## config.mk

```make
export PLATFORM = sky130hd
export DESIGN_NAME = pwm_decoder_flat
export DESIGN_NICKNAME = d
export VERILOG_FILES = /design/src/rtl/pwm_decoder_pkg.sv /design/src/rtl/pwm_decoder_if.sv /design/src/rtl/pwm_sync_edge.sv /design/src/rtl/pwm_decoder.sv /design/src/flat_wrapper.sv
export SDC_FILE = /design/constraint.sdc
export NUM_CORES = 1
export LEC_CHECK = 0
export CAP_MARGIN = 20
export CORE_ASPECT_RATIO = 0.9
export CORE_MARGIN = 2
export CORE_UTILIZATION = 35
export DETAILED_ROUTE_END_ITERATION = 7
export DONT_BUFFER_PORTS = 1
export PLACE_DENSITY = 0.6
export SETUP_SLACK_MARGIN = 0.2
export SYNTH_ARGS = -nofsm -noshare
export SYNTH_HDL_FRONTEND = slang
export SYNTH_SLANG_ARGS = --single-unit
```

## constraint.sdc

```tcl
create_clock -name clk -period 2.1 [get_ports clk]
set_clock_uncertainty 0.1 [all_clocks]
set_input_delay 0.525 -clock clk [delete_from_list [all_inputs] [get_ports clk]]
set_output_delay 0.525 -clock clk [all_outputs]
set_load 0.05 [all_outputs]
```

## src/rtl/pwm_decoder_pkg.sv

```systemverilog
// ---------------------------------------------------------------------------
// pwm_decoder_pkg
//   Shared definitions for the PWM decoder and its DAC counterpart:
//   FSM state encoding and the PWM period helper, so both ends of the
//   loopback agree on the period length.
//   Ports: none (package).
// ---------------------------------------------------------------------------
package pwm_decoder_pkg;

   typedef enum logic [1:0] {
      ST_IDLE = 2'd0,   // no edge seen yet since reset
      ST_MEAS = 2'd1,   // measuring periods between rising edges
      ST_HOLD = 2'd2    // input stuck at a constant level
   } state_t;

   // PWM period in clocks for an n-bit duty code.
   function automatic int period(input int n);
      return 1 << n;
   endfunction

endpackage

```

## src/rtl/pwm_decoder_if.sv

```systemverilog
// ---------------------------------------------------------------------------
// pwm_decoder_if
//   Result bus of the PWM decoder.
//   duty   : last recovered duty code (N bits)
//   valid  : one-cycle pulse, duty updated in the same cycle
//   locked : consecutive periods measure exactly 2^N clocks
//   err    : one-cycle pulse on a rising edge with a wrong period
//   master : driven by the decoder; slave : consumer side.
// ---------------------------------------------------------------------------
interface pwm_decoder_if #(
   parameter int N = 8
);
   logic [N-1:0] duty;
   logic         valid;
   logic         locked;
   logic         err;

   modport master (output duty, valid, locked, err);
   modport slave  (input  duty, valid, locked, err);
endinterface

```

## src/rtl/pwm_sync_edge.sv

```systemverilog
// ---------------------------------------------------------------------------
// pwm_sync_edge
//   Synchronises the asynchronous PWM input and detects rising edges.
//   clk   : system clock
//   reset : synchronous, active-high
//   d     : asynchronous PWM input
//   s     : synchronised level, aligned with rise
//   rise  : registered one-cycle rising-edge pulse
//   SYNC_STAGES must be at least 2.
// ---------------------------------------------------------------------------
module pwm_sync_edge #(
   parameter int SYNC_STAGES = 2
) (
   input  logic clk,
   input  logic reset,
   input  logic d,
   output logic s,
   output logic rise
);
   localparam int FW = $clog2(SYNC_STAGES + 2);
   localparam logic [FW-1:0] FILL_LAST = FW'(SYNC_STAGES + 1);

   logic [SYNC_STAGES-1:0] sync_q;
   logic                   prev_q;
   logic                   rise_q;
   logic [FW-1:0]          fill_cnt;
   logic                   fill_done;
   logic                   s_sync;

   assign s_sync    = sync_q[SYNC_STAGES-1];
   // Edges are suppressed until the chain has filled with real samples,
   // otherwise an input already high at reset release looks like a rise.
   assign fill_done = (fill_cnt == FILL_LAST);

   // NOTE: sequential state uses non-blocking assignments so every flop
   // samples the pre-edge value of its neighbours.
   always_ff @(posedge clk) begin
      if (reset) begin
         sync_q   <= '0;
         prev_q   <= 1'b0;
         rise_q   <= 1'b0;
         fill_cnt <= '0;
      end else begin
         sync_q <= {sync_q[SYNC_STAGES-2:0], d};
         prev_q <= s_sync;
         rise_q <= s_sync & ~prev_q & fill_done;
         if (!fill_done) fill_cnt <= fill_cnt + 1'b1;
      end
   end

   // prev_q is the synchronised level delayed to line up with rise_q.
   assign s    = prev_q;
   assign rise = rise_q;
endmodule

```

## src/rtl/pwm_decoder.sv

```systemverilog
// ---------------------------------------------------------------------------
// pwm_decoder
//   Recovers the N-bit on-time of a PWM stream with a 2^N-clock period,
//   flags wrong periods and falls back to a constant-level report when
//   no edges arrive.
//   clk    : system clock
//   reset  : synchronous, active-high
//   pwm_in : PWM stream, asynchronous to clk
//   bus    : result bus (duty, valid, locked, err), all registered
// ---------------------------------------------------------------------------
module pwm_decoder
   import pwm_decoder_pkg::*;
#(
   parameter int N           = 8,
   parameter int SYNC_STAGES = 2
) (
   input  logic          clk,
   input  logic          reset,
   input  logic          pwm_in,
   pwm_decoder_if.master bus
);
   localparam logic [N:0] CNT_LAST = (N+1)'(period(N) - 1);

   logic         s;
   logic         rise;
   state_t       state,    state_nxt;
   logic [N:0]   per_cnt,  per_nxt;
   logic [N:0]   hi_cnt,   hi_nxt;
   logic [N-1:0] duty_q,   duty_nxt;
   logic         valid_q,  valid_nxt;
   logic         err_q,    err_nxt;
   logic         locked_q, locked_nxt;
   logic         at_last;

   pwm_sync_edge #(.SYNC_STAGES(SYNC_STAGES)) u_sync (
      .clk   (clk),
      .reset (reset),
      .d     (pwm_in),
      .s     (s),
      .rise  (rise)
   );

   // Last cycle of a nominal period; a rise here means the period was 2^N.
   assign at_last = (per_cnt == CNT_LAST);

   // State and registered outputs.
   always_ff @(posedge clk) begin
      if (reset) begin
         state    <= ST_IDLE;
         per_cnt  <= '0;
         hi_cnt   <= '0;
         duty_q   <= '0;
         valid_q  <= 1'b0;
         err_q    <= 1'b0;
         locked_q <= 1'b0;
      end else begin
         state    <= state_nxt;
         per_cnt  <= per_nxt;
         hi_cnt   <= hi_nxt;
         duty_q   <= duty_nxt;
         valid_q  <= valid_nxt;
         err_q    <= err_nxt;
         locked_q <= locked_nxt;
      end
   end

   // Next state. A rise always wins over the timeout decision.
   always_comb begin
      state_nxt = state;
      unique case (state)
         ST_IDLE: begin
            if (rise)         state_nxt = ST_MEAS;
            else if (at_last) state_nxt = ST_HOLD;
         end
         ST_MEAS: begin
            if (!rise && at_last) state_nxt = ST_HOLD;
         end
         ST_HOLD: begin
            if (rise) state_nxt = ST_MEAS;
         end
         default: state_nxt = ST_IDLE;
      endcase
   end

   // Counters and output values.
   always_comb begin
      // NOTE: every variable gets a default first so no path leaves it
      // unassigned, which would otherwise infer a latch.
      per_nxt    = per_cnt + 1'b1;
      hi_nxt     = (hi_cnt >= CNT_LAST) ? hi_cnt : hi_cnt + {{N{1'b0}}, s};
      duty_nxt   = duty_q;
      valid_nxt  = 1'b0;
      err_nxt    = 1'b0;
      locked_nxt = locked_q;

      unique case (state)
         ST_IDLE: begin
            if (rise) begin
               per_nxt = '0;
               hi_nxt  = {{N{1'b0}}, 1'b1};
            end else if (at_last) begin
               per_nxt = '0;
            end
         end
         ST_MEAS: begin
            if (rise) begin
               per_nxt = '0;
               hi_nxt  = {{N{1'b0}}, 1'b1};   // the rise cycle is high
               if (at_last) begin
                  duty_nxt   = hi_cnt[N-1:0];
                  valid_nxt  = 1'b1;
                  locked_nxt = 1'b1;
               end else begin
                  err_nxt    = 1'b1;
                  locked_nxt = 1'b0;
               end
            end else if (at_last) begin
               // Late or missing edge: treated as a constant level.
               per_nxt    = '0;
               locked_nxt = 1'b0;
            end
         end
         ST_HOLD: begin
            locked_nxt = 1'b0;
            if (rise) begin
               per_nxt = '0;
               hi_nxt  = {{N{1'b0}}, 1'b1};
            end else if (at_last) begin
               // One report per nominal period while the level is stuck.
               per_nxt   = '0;
               duty_nxt  = s ? '1 : '0;
               valid_nxt = 1'b1;
            end
         end
         default: ;
      endcase
   end

   assign bus.duty   = duty_q;
   assign bus.valid  = valid_q;
   assign bus.err    = err_q;
   assign bus.locked = locked_q;
endmodule

```

## src/flat_wrapper.sv

```systemverilog
// flat-port wrapper written by rule: the top's interface ports become plain ports
module pwm_decoder_flat import pwm_decoder_pkg::*;
#(
   parameter int N           = 8,
   parameter int SYNC_STAGES = 2
)
  (clk, reset, pwm_in, bus_duty, bus_valid, bus_locked, bus_err);
  pwm_decoder_if #(.N(N)) bus_i ();
  input  logic clk;
  input  logic reset;
  input  logic pwm_in;
  output wire logic [$bits(bus_i.duty)-1:0] bus_duty;
  output wire logic [$bits(bus_i.valid)-1:0] bus_valid;
  output wire logic [$bits(bus_i.locked)-1:0] bus_locked;
  output wire logic [$bits(bus_i.err)-1:0] bus_err;
  assign bus_duty = bus_i.duty;
  assign bus_valid = bus_i.valid;
  assign bus_locked = bus_i.locked;
  assign bus_err = bus_i.err;
  pwm_decoder #(.N(N), .SYNC_STAGES(SYNC_STAGES)) u_core (.clk(clk), .reset(reset), .pwm_in(pwm_in), .bus(bus_i));
endmodule
```

# Word-level counts from Yosys, hierarchy flattened
# Cells that the tools add are included.
# W data, S select, Z words.
# word_totals
rom_bits,0
memories,0
register_bits,37
latch_bits,0
ramBits,0
# op_classes
n_mul,0
n_bitwise,5
shift,0
addsub,3
muxes,25
reduce_logical,9
div,0
n_eq_ne,12
order_cmp,1
# ops
op,n
$mux W9,6
$mux W8,5
$pmux W8 S2,1
$add A9 B1 Y9,1
$add A9 B1 Y9 const B,1
$eq A9 B8 Y1 const B,1
$ge A9 B8 Y1 const B,1
$mux W2,4
$mux W1,6
$ne A2 B1 Y1 const B,3
$ne A2 B2 Y1 const B,3
$ne A3 B2 Y1 const B,2
$pmux W2 S3,1
$reduce_or A3 Y1,2
$reduce_and A5 Y1,1
$eq A2 B2 Y1 const B,2
$pmux W1 S2,2
$not A1 Y1,3
$reduce_and A3 Y1,1
$add A2 B1 Y2 const B,1
$and A1 B1 Y1,2
$eq A2 B1 Y1 const B,1
$logic_not A2 Y1,1
$reduce_and A2 Y1,1
3 further kinds,3

# Depth between registers and ports, before layout
# Gate-level depths: netlist of the first run.
# logic_depth
depth_word,4
ltp_mapped,9
ltp_nobuf,8

# By module
# From an unflattened synthesis of the first run, not the netlist that was laid out.
# hier_totals
hier_cells,188
hier_area_um2,1714.1
# modules_own_cells
module,seq_area_each_um2,area_per_inst_um2,cells_each,instances
pwm_decoder,620.6,1520.2,173,1
pwm_sync_edge,120.1,193.9,15,1

# Worst setup path after synthesis of the first run
# Ideal clock, no wire load.
# synth_timing
kind,reg2reg
from,register u_core.per_cnt[2]
to,"register u_core.duty_q[6], in the netlist u_core.bus.duty[6]"
setup_ns,0.091
path_stages_with_launch,10
path_slack_ns,0.150
required_ns,1.909
arrival_time_ns,1.759
cell_sequence,dfxtp_1 -> nand3_1 -> nor2_1 -> and3_1 -> ha_1 -> inv_1 -> o32ai_4 -> buf_6 -> nor2_1 -> a311oi_1
# synth_between
elab_chain_cells,3
elab_cells_between_ends,4
# synth_rtl
item,line_no,text
"start, declared",pwm_decoder.sv:27,"logic [N:0] per_cnt, per_nxt;"
"start signal, assigned",pwm_decoder.sv:58,per_cnt <= per_nxt;
$eq A9 B8 Y1 (*),pwm_decoder.sv:44,assign at_last = (per_cnt == CNT_LAST);
$ne A2 B1 Y1 (no line),n/a,
$reduce_and A5 Y1 (no line) (*),n/a,
"end signal, assigned",pwm_decoder.sv:60,duty_q <= duty_nxt;
"end, declared",pwm_decoder.sv:29,"logic [N-1:0] duty_q, duty_nxt;"
# Mark *: on every way between the ends. The rest lies on a longest branch, timed or not.
# A chain may end at the register's enable or synchronous reset.

# Worst setup path in the final report of the first run
# layout_timing
from,register u_core.per_cnt[0]
to,"register u_core.duty_q[6], in the netlist u_core.bus.duty[6]"
# The elaborated chain is that of the path after synthesis.

==> impl_metrics.ini, run 1 <==
[status]
status = complete, no violations

[clock_tree]
clk_latency_ns = 0.29
cts.sinks = 37
cts_buffers = 5
cts_tree = yes
clk_pin_slew_ns = 0.07
htreeDepth = 2
clock_path_buffers = 2
root_buffer = clkbuf_8

[route]
vias_per_cell = 4.85
ant_nets = 0
routed_wl_um = 3440
drt-initial-drc-count = 58
first_pass_iters = 4
wire_per_inst_um = 12.6
drc = 0
vias = 1323

[floorplan]
die_h_um = 71.1
die_area_sq_mm = 0.00559
core_area_sq_mm = 0.00483
rows = 24
start_util = 0.363
io_pins = 14
dieWidth_um = 78.6

[pwr]
powerDensity_mw_per_mm2 = 718
leakage_nw = 0.768
max-vdd-ir-drop_uv = 310

[sta]
rsz0062_at_grt = yes
max_slew.worst_pin.slew_ns = 0.580
hold_viol_final = 0
setup_violations = 0
tns_ns = 0
timing.final.crit_period_ns = 1.86
clock.fmax_ghz = 0.537
hold_ws_ns = 0.203
period_share = 0.886
drv_slew = 0
maxSlewHeadroom = 0.613

[critical_path]
worstPathArrival_ns = 1.96
critical_path.max_fanout = 6
path_class = flip-flop to flip-flop
crit_chain = ha_4, and3_4, ha_2, nand2b_4, o32ai_4, buf_6, buf_16, buf_4, a311oi_1
worst_path_max_delay_cell = dfxtp_2
critPathLaunchType = flip-flop
cp.required_ns = 2.20
endpoint_kind = flip-flop
slowest_delay_ns = 0.35

[global_routing]
gr-usage-all-layers = 0.140
grt_max_degree = 24
overflow = 0
antenna_found_initial = 0
grt_first_pass_wirelength_um = 6080
grt_pass1_vias = 1325

[synth]
synth_top_cell_area_share = 0.423
synth_area_per_cell_sq_um = 9.23
ys_warn_count = 0
ys_seq_elements = 37
synth_area_leaders = dfxtp_1 42%, ha_1 7.9%, nor2_1 6.9%
yosysUniqueCellTypes = 41
synth_area_sq_mm = 0.00175
syn_inst = 190
syn_nets = 204
ys_seq_area_frac = 0.423
yosysTopAreaCell = dfxtp_1

[placement]
portBuffers = 0
hpwl_um = 2230
gp_congestion = 0.798

[cells_and_area]
area_growth_pct = 21.3
drive_above_1_share = 0.260
antenna_cells = 0
layout.nets = 222

[flow_run]
max_cap_viol_count = 0

[hold_path]
hp-class = input pin to flip-flop
-- synthesized netlist by cell type --
library cell  count
and3_1            2
nand3_1           5
o211ai_1          1
a41oi_1           1
or2_2             1
and3b_1           2
nand2_1          10
nand2b_1         13
or2b_1            1
clkbuf_1          3
buf_4             1
o31ai_1           1
a21bo_2           1
xnor2_1           3
nor2_1           32
o32ai_4           1
o21bai_1          3
o21ai_0           2
mux2i_1           5
a31oi_1           2
and4b_2           1
a311oi_1          9
buf_6             1
and3_2            1
buf_2             1
o41ai_1           1
nand4b_1          1
a21oi_1           8
o221ai_1          2
a211oi_1          1
nand3_2           1
nor3_1            2
a41o_2            1
nor2b_1           6
and4_1            1
inv_1             8
or3_1             1
or3_4             1
ha_1             11
dfxtp_1          37
xor2_1            5
-- worst max-delay path: cells and delay by family (launching register included) --
family	cells	cell delay, ns
flip-flops	1	0.35
AO/OA/AOI/OAI	2	0.30
AND/OR/NAND/NOR	2	0.27
buffers and inverters	3	0.39
adder cells (fa/ha/maj)	2	0.35
-- per-stage QoR --
stage	std cells	setup slack (ns)	power, W	util	cell area (sq um)
2_1_floorplan	190	0.202	0.000969	-	1760
3_3_place_gp	253	0.163	0.00101	0.381	1840
3_5_place_dp	253	0.120	0.00101	0.381	1840
4_1_cts	272	0.200	0.00153	0.432	2090
5_1_grt	273	0.156	0.00162	0.440	2130
6_report	273	0.238	0.00153	0.440	2130
-- final timing paths --
kind,endpoint,cells past startpoint,slack (ns),startpoint
min reg2reg,u_core.u_sync.sync_q[1],1,0.35,u_core.u_sync.sync_q[0]
max reg2reg,u_core.bus.duty[6],9,0.24,u_core.per_cnt[0]
min,u_core.hi_cnt[0],1,0.20,reset
max,u_core.bus.duty[6],9,0.24,u_core.per_cnt[0]
-- state kept, by name, indices dropped and copies added, names as in the netlist --
signal	flops
u_core.u_sync.sync_q	2
u_core.u_sync.s	1
u_core.hi_cnt	9
u_core.u_sync.fill_cnt	2
u_core.bus.locked	1
u_core.bus.err	1
u_core.u_sync.rise	1
u_core.bus.valid	1
u_core.per_cnt	9
u_core.state	2
u_core.bus.duty	8
-- layout by cell type (no fill, tap or decap), drive strengths merged, types with 2 or more instances in the layout --
cell type,count
a21oi,8
a311oi,9
a31oi,2
and3,3
and3b,2
buf,17
clkbuf,7
dfxtp,37
ha,11
inv,8
mux2i,5
nand2,10
nand2b,13
nand3,6
nor2,32
nor2b,6
nor3,2
o21ai,2
o21bai,3
o221ai,2
or3,2
xnor2,3
xor2,5
-- where the power goes --
group | total (W) | switching, W | internal (W)
Sequential | 0.000756 | 0.0000258 | 0.000730
Clock | 0.000505 | 0.000244 | 0.000260
Combinational | 0.000266 | 0.000129 | 0.000137
-- layout make-up --
class | instances | area [sq um]
timing repair buffer | 17 | 164
sequential | 37 | 749
inverter | 8 | 30.0
tap | 65 | 81.3
multi-input combinational | 139 | 1020
fill | 471 | 2710
clock buffer | 7 | 86.3
-- logic make-up after synthesis --
group,Yosys count,synth area share
AND/OR/NAND/NOR,81,0.239
flip-flops,37,0.423
AO/OA/AOI/OAI,34,0.154
buffers and inverters,14,0.0371
adder cells (fa/ha/maj),11,0.0785
XOR/XNOR,8,0.0400
multiplexers,5,0.0286
-- repair_timing --
action                                  in CTS  in global routing
endpoints found under the setup margin       8                  9
gates cloned                                 1                  0
gates resized for setup                     17                  9
hold buffers                                 0                  0
setup buffers                               11                  1
pin swaps                                   14                  6
-- layer usage --
metal / track usage / wire length, um
met5: 0 / 0
met2: 0.218 / 1500
met4: 0.0760 / 85
met1: 0.175 / 1740
met3: 0.0395 / 114
Note: power is estimated with default switching activity, not from simulation.
==> inputs of run 2 (changes only) <==
Settings changed: CTS_CLUSTER_DIAMETER from default to 120, PLACE_DENSITY 0.6 to default.
==> results of run 2 <==
No change in the layout: final DEF, timing and power equal those of run 1.
==> inputs of run 3 (changes only) <==
Settings changed: SETUP_SLACK_MARGIN 0.2 to default.
Clock period 2.1 ns to 1.5 ns, I/O delays scaled along.
==> run 3 against run 2 <==
Net effect:
- the run now ends with negative setup slack left
- clock-buffer cell count is the same
- total power increased by 59%
- final area grew 17%
- first-iteration DRC count down 1.7%
- sequential share of layout area decreased by 4.8 points
- combinational power up 85%
- maximum frequency grew 5.7%
- setup slack worse by 0.50 ns
- critical path depth unchanged
==> impl_metrics.ini, run 3 (synthesis results as in run 1) <==
[global_routing]
grt_max_degree = 24
antenna_found_initial = 0
overflow = 0
grt_pass1_vias = 1417
gr-usage-all-layers = 0.141
grt_first_pass_wirelength_um = 6210

[pwr]
p_seq_frac = 0.434
switching_share = 0.243
max-vdd-ir-drop_uv = 652
power.share.clock = 0.363
leakage_nw = 0.969
combinationalPowerShare = 0.203
p_switching_w = 0.000591
powerDensity_mw_per_mm2 = 976
internal-power_w = 0.00184

[sta]
timing.final.crit_period_ns = 1.76
max_slew.worst_pin.slew_ns = 0.516
clock.fmax_ghz = 0.568
final.setup.worst_slack_ns = -0.261
setup_violations = 16
hold_ws_ns = 0.0511
period_share = 1.17
hold_viol_final = 0
rsz0062_at_grt = yes
drv_slew = 0
tns_ns = -2.31
maxSlewHeadroom = 0.656

[route]
first_pass_iters = 4
drt-initial-drc-count = 57
route.top_layer_used = met4
wire_per_inst_um = 11.7
drc = 0
ant_nets = 0
vias = 1450
met2_length_um = 1560
wl_met3_um = 100
met1_length_um = 1890
vias_per_cell = 4.71
routed_wl_um = 3600

[cells_and_area]
multi_input_area_sq_mm = 0.00109
layout_common_cells = 46 x buf_4, 30 x nor2_1, 25 x dfxtp_1, 11 x dfxtp_2
area_growth_pct = 42.0
drive_above_1_share = 0.420
finalInstanceArea_sq_mm = 0.00249
layout_commonest_cell = buf_4
antenna_cells = 0
fin_cells = 308
fill_cells = 441
ff_latch_area_sq_um = 758
layout.nets = 256

[critical_path]
rr_endpoint = u_core.bus.duty[5]
crit_start = u_core.per_cnt[5]
path_class = flip-flop to flip-flop
endpoint = u_core.bus.duty[5]
reg2reg_depth = 9
crit-reg2reg-launch = u_core.per_cnt[5]
worstPathArrival_ns = 1.86
critical_path.max_fanout = 15
critPathLaunchType = flip-flop
r2r_slack_ns = -0.26
cp.required_ns = 1.60
endpoint_kind = flip-flop

[flow_run]
max_cap_viol_count = 0

[floorplan]
rows = 24
die_area_sq_mm = 0.00559
io_pins = 14
dieWidth_um = 78.6
die_h_um = 71.1
start_util = 0.363
core_area_sq_mm = 0.00483

[placement]
gp_congestion = 0.767
placed_area_sq_mm = 0.00221
portBuffers = 0
hpwl_um = 2580
dp_cells = 293

[clock_tree]
cts_buffers = 5
cts_tree = yes
htreeDepth = 2
clock_path_buffers = 2
root_buffer = clkbuf_8
clk_pin_slew_ns = 0.07
cts.sinks = 37
cts_hold_buf = 0
clk_latency_ns = 0.28

[status]
violations = negative setup slack
status = finished, violations left

[hold_path]
hp-class = input pin to flip-flop
-- run 3: changes by cell type in the layout (fill, tap and decap cells not counted), moves of 3 or more --
cell and delta:
nor2_1 +3, nand2b_1 -3, buf_4 +32, dfxtp_1 -5, buf_6 +3, nor2_2 -4, nand2b_4 +3, dfxtp_2 +4
-- run 3: power groups by stage --
stage	combinational (W)	sequential (W)	clock [W]
5_1_grt	0.000558	0.00106	0.000953
3_3_place_gp	0.000460	0.00107	0
4_1_cts	0.000484	0.00106	0.000910
6_report	0.000493	0.00106	0.000883
3_5_place_dp	0.000461	0.00107	0
2_1_floorplan	0.000306	0.00108	0
-- run 3: per-layer routing --
layer  up-vias  GRT usage
met5         -          0
met4         0     0.0468
met3         4     0.0421
met2        19      0.218
met1       661      0.188
li1        766          -
-- run 3: critical path: stages, from the launching register on --
cell and delay, ns:
dfxtp_2 0.33, nand2_1 0.07, nor2_1 0.10, and3_4 0.22
ha_4 0.14, inv_2 0.04, o32ai_4 0.23, buf_12 0.17
nor2_1 0.04, a311oi_1 0.22
-- run 3: worst min-delay path by stage --
stage	startpoint	endpoint	slack, ns	cells past startpoint
3_3_place_gp	u_core.u_sync.sync_q[0]	u_core.u_sync.sync_q[1]	0.33	1
4_1_cts	reset	u_core.hi_cnt[0]	0.04	1
3_5_place_dp	u_core.u_sync.sync_q[0]	u_core.u_sync.sync_q[1]	0.33	1
5_1_grt	reset	u_core.hi_cnt[0]	0.03	1
2_1_floorplan	u_core.u_sync.sync_q[0]	u_core.u_sync.sync_q[1]	0.31	1
6_report	reset	u_core.hi_cnt[0]	0.05	1
-- run 3: cell type report --
class                   instances  area share
clock inverters                 1      0.0121
clock buffers                   7      0.0347
multi-input cells             139       0.439
flip-flops and latches         37       0.305
repair buffers                 51       0.165
well taps                      65      0.0327
inverters                       8      0.0121
-- run 3: per-stage QoR --
step	setup WS, ns	power, W	util
4_1_cts	-0.274	0.00245	0.507
3_3_place_gp	-0.226	0.00153	0.458
6_report	-0.261	0.00243	0.515
5_1_grt	-0.403	0.00257	0.515
2_1_floorplan	-0.265	0.00138	-
3_5_place_dp	-0.277	0.00154	0.458
-- run 3: repair_timing --
| item | CTS | global route |
|---|---|---|
| setup buffers | 6 | 1 |
| pin swaps | 8 | 4 |
| setup endpoints to repair | 26 | 26 |
| gates cloned | 0 | 0 |
| gates resized for setup | 20 | 9 |
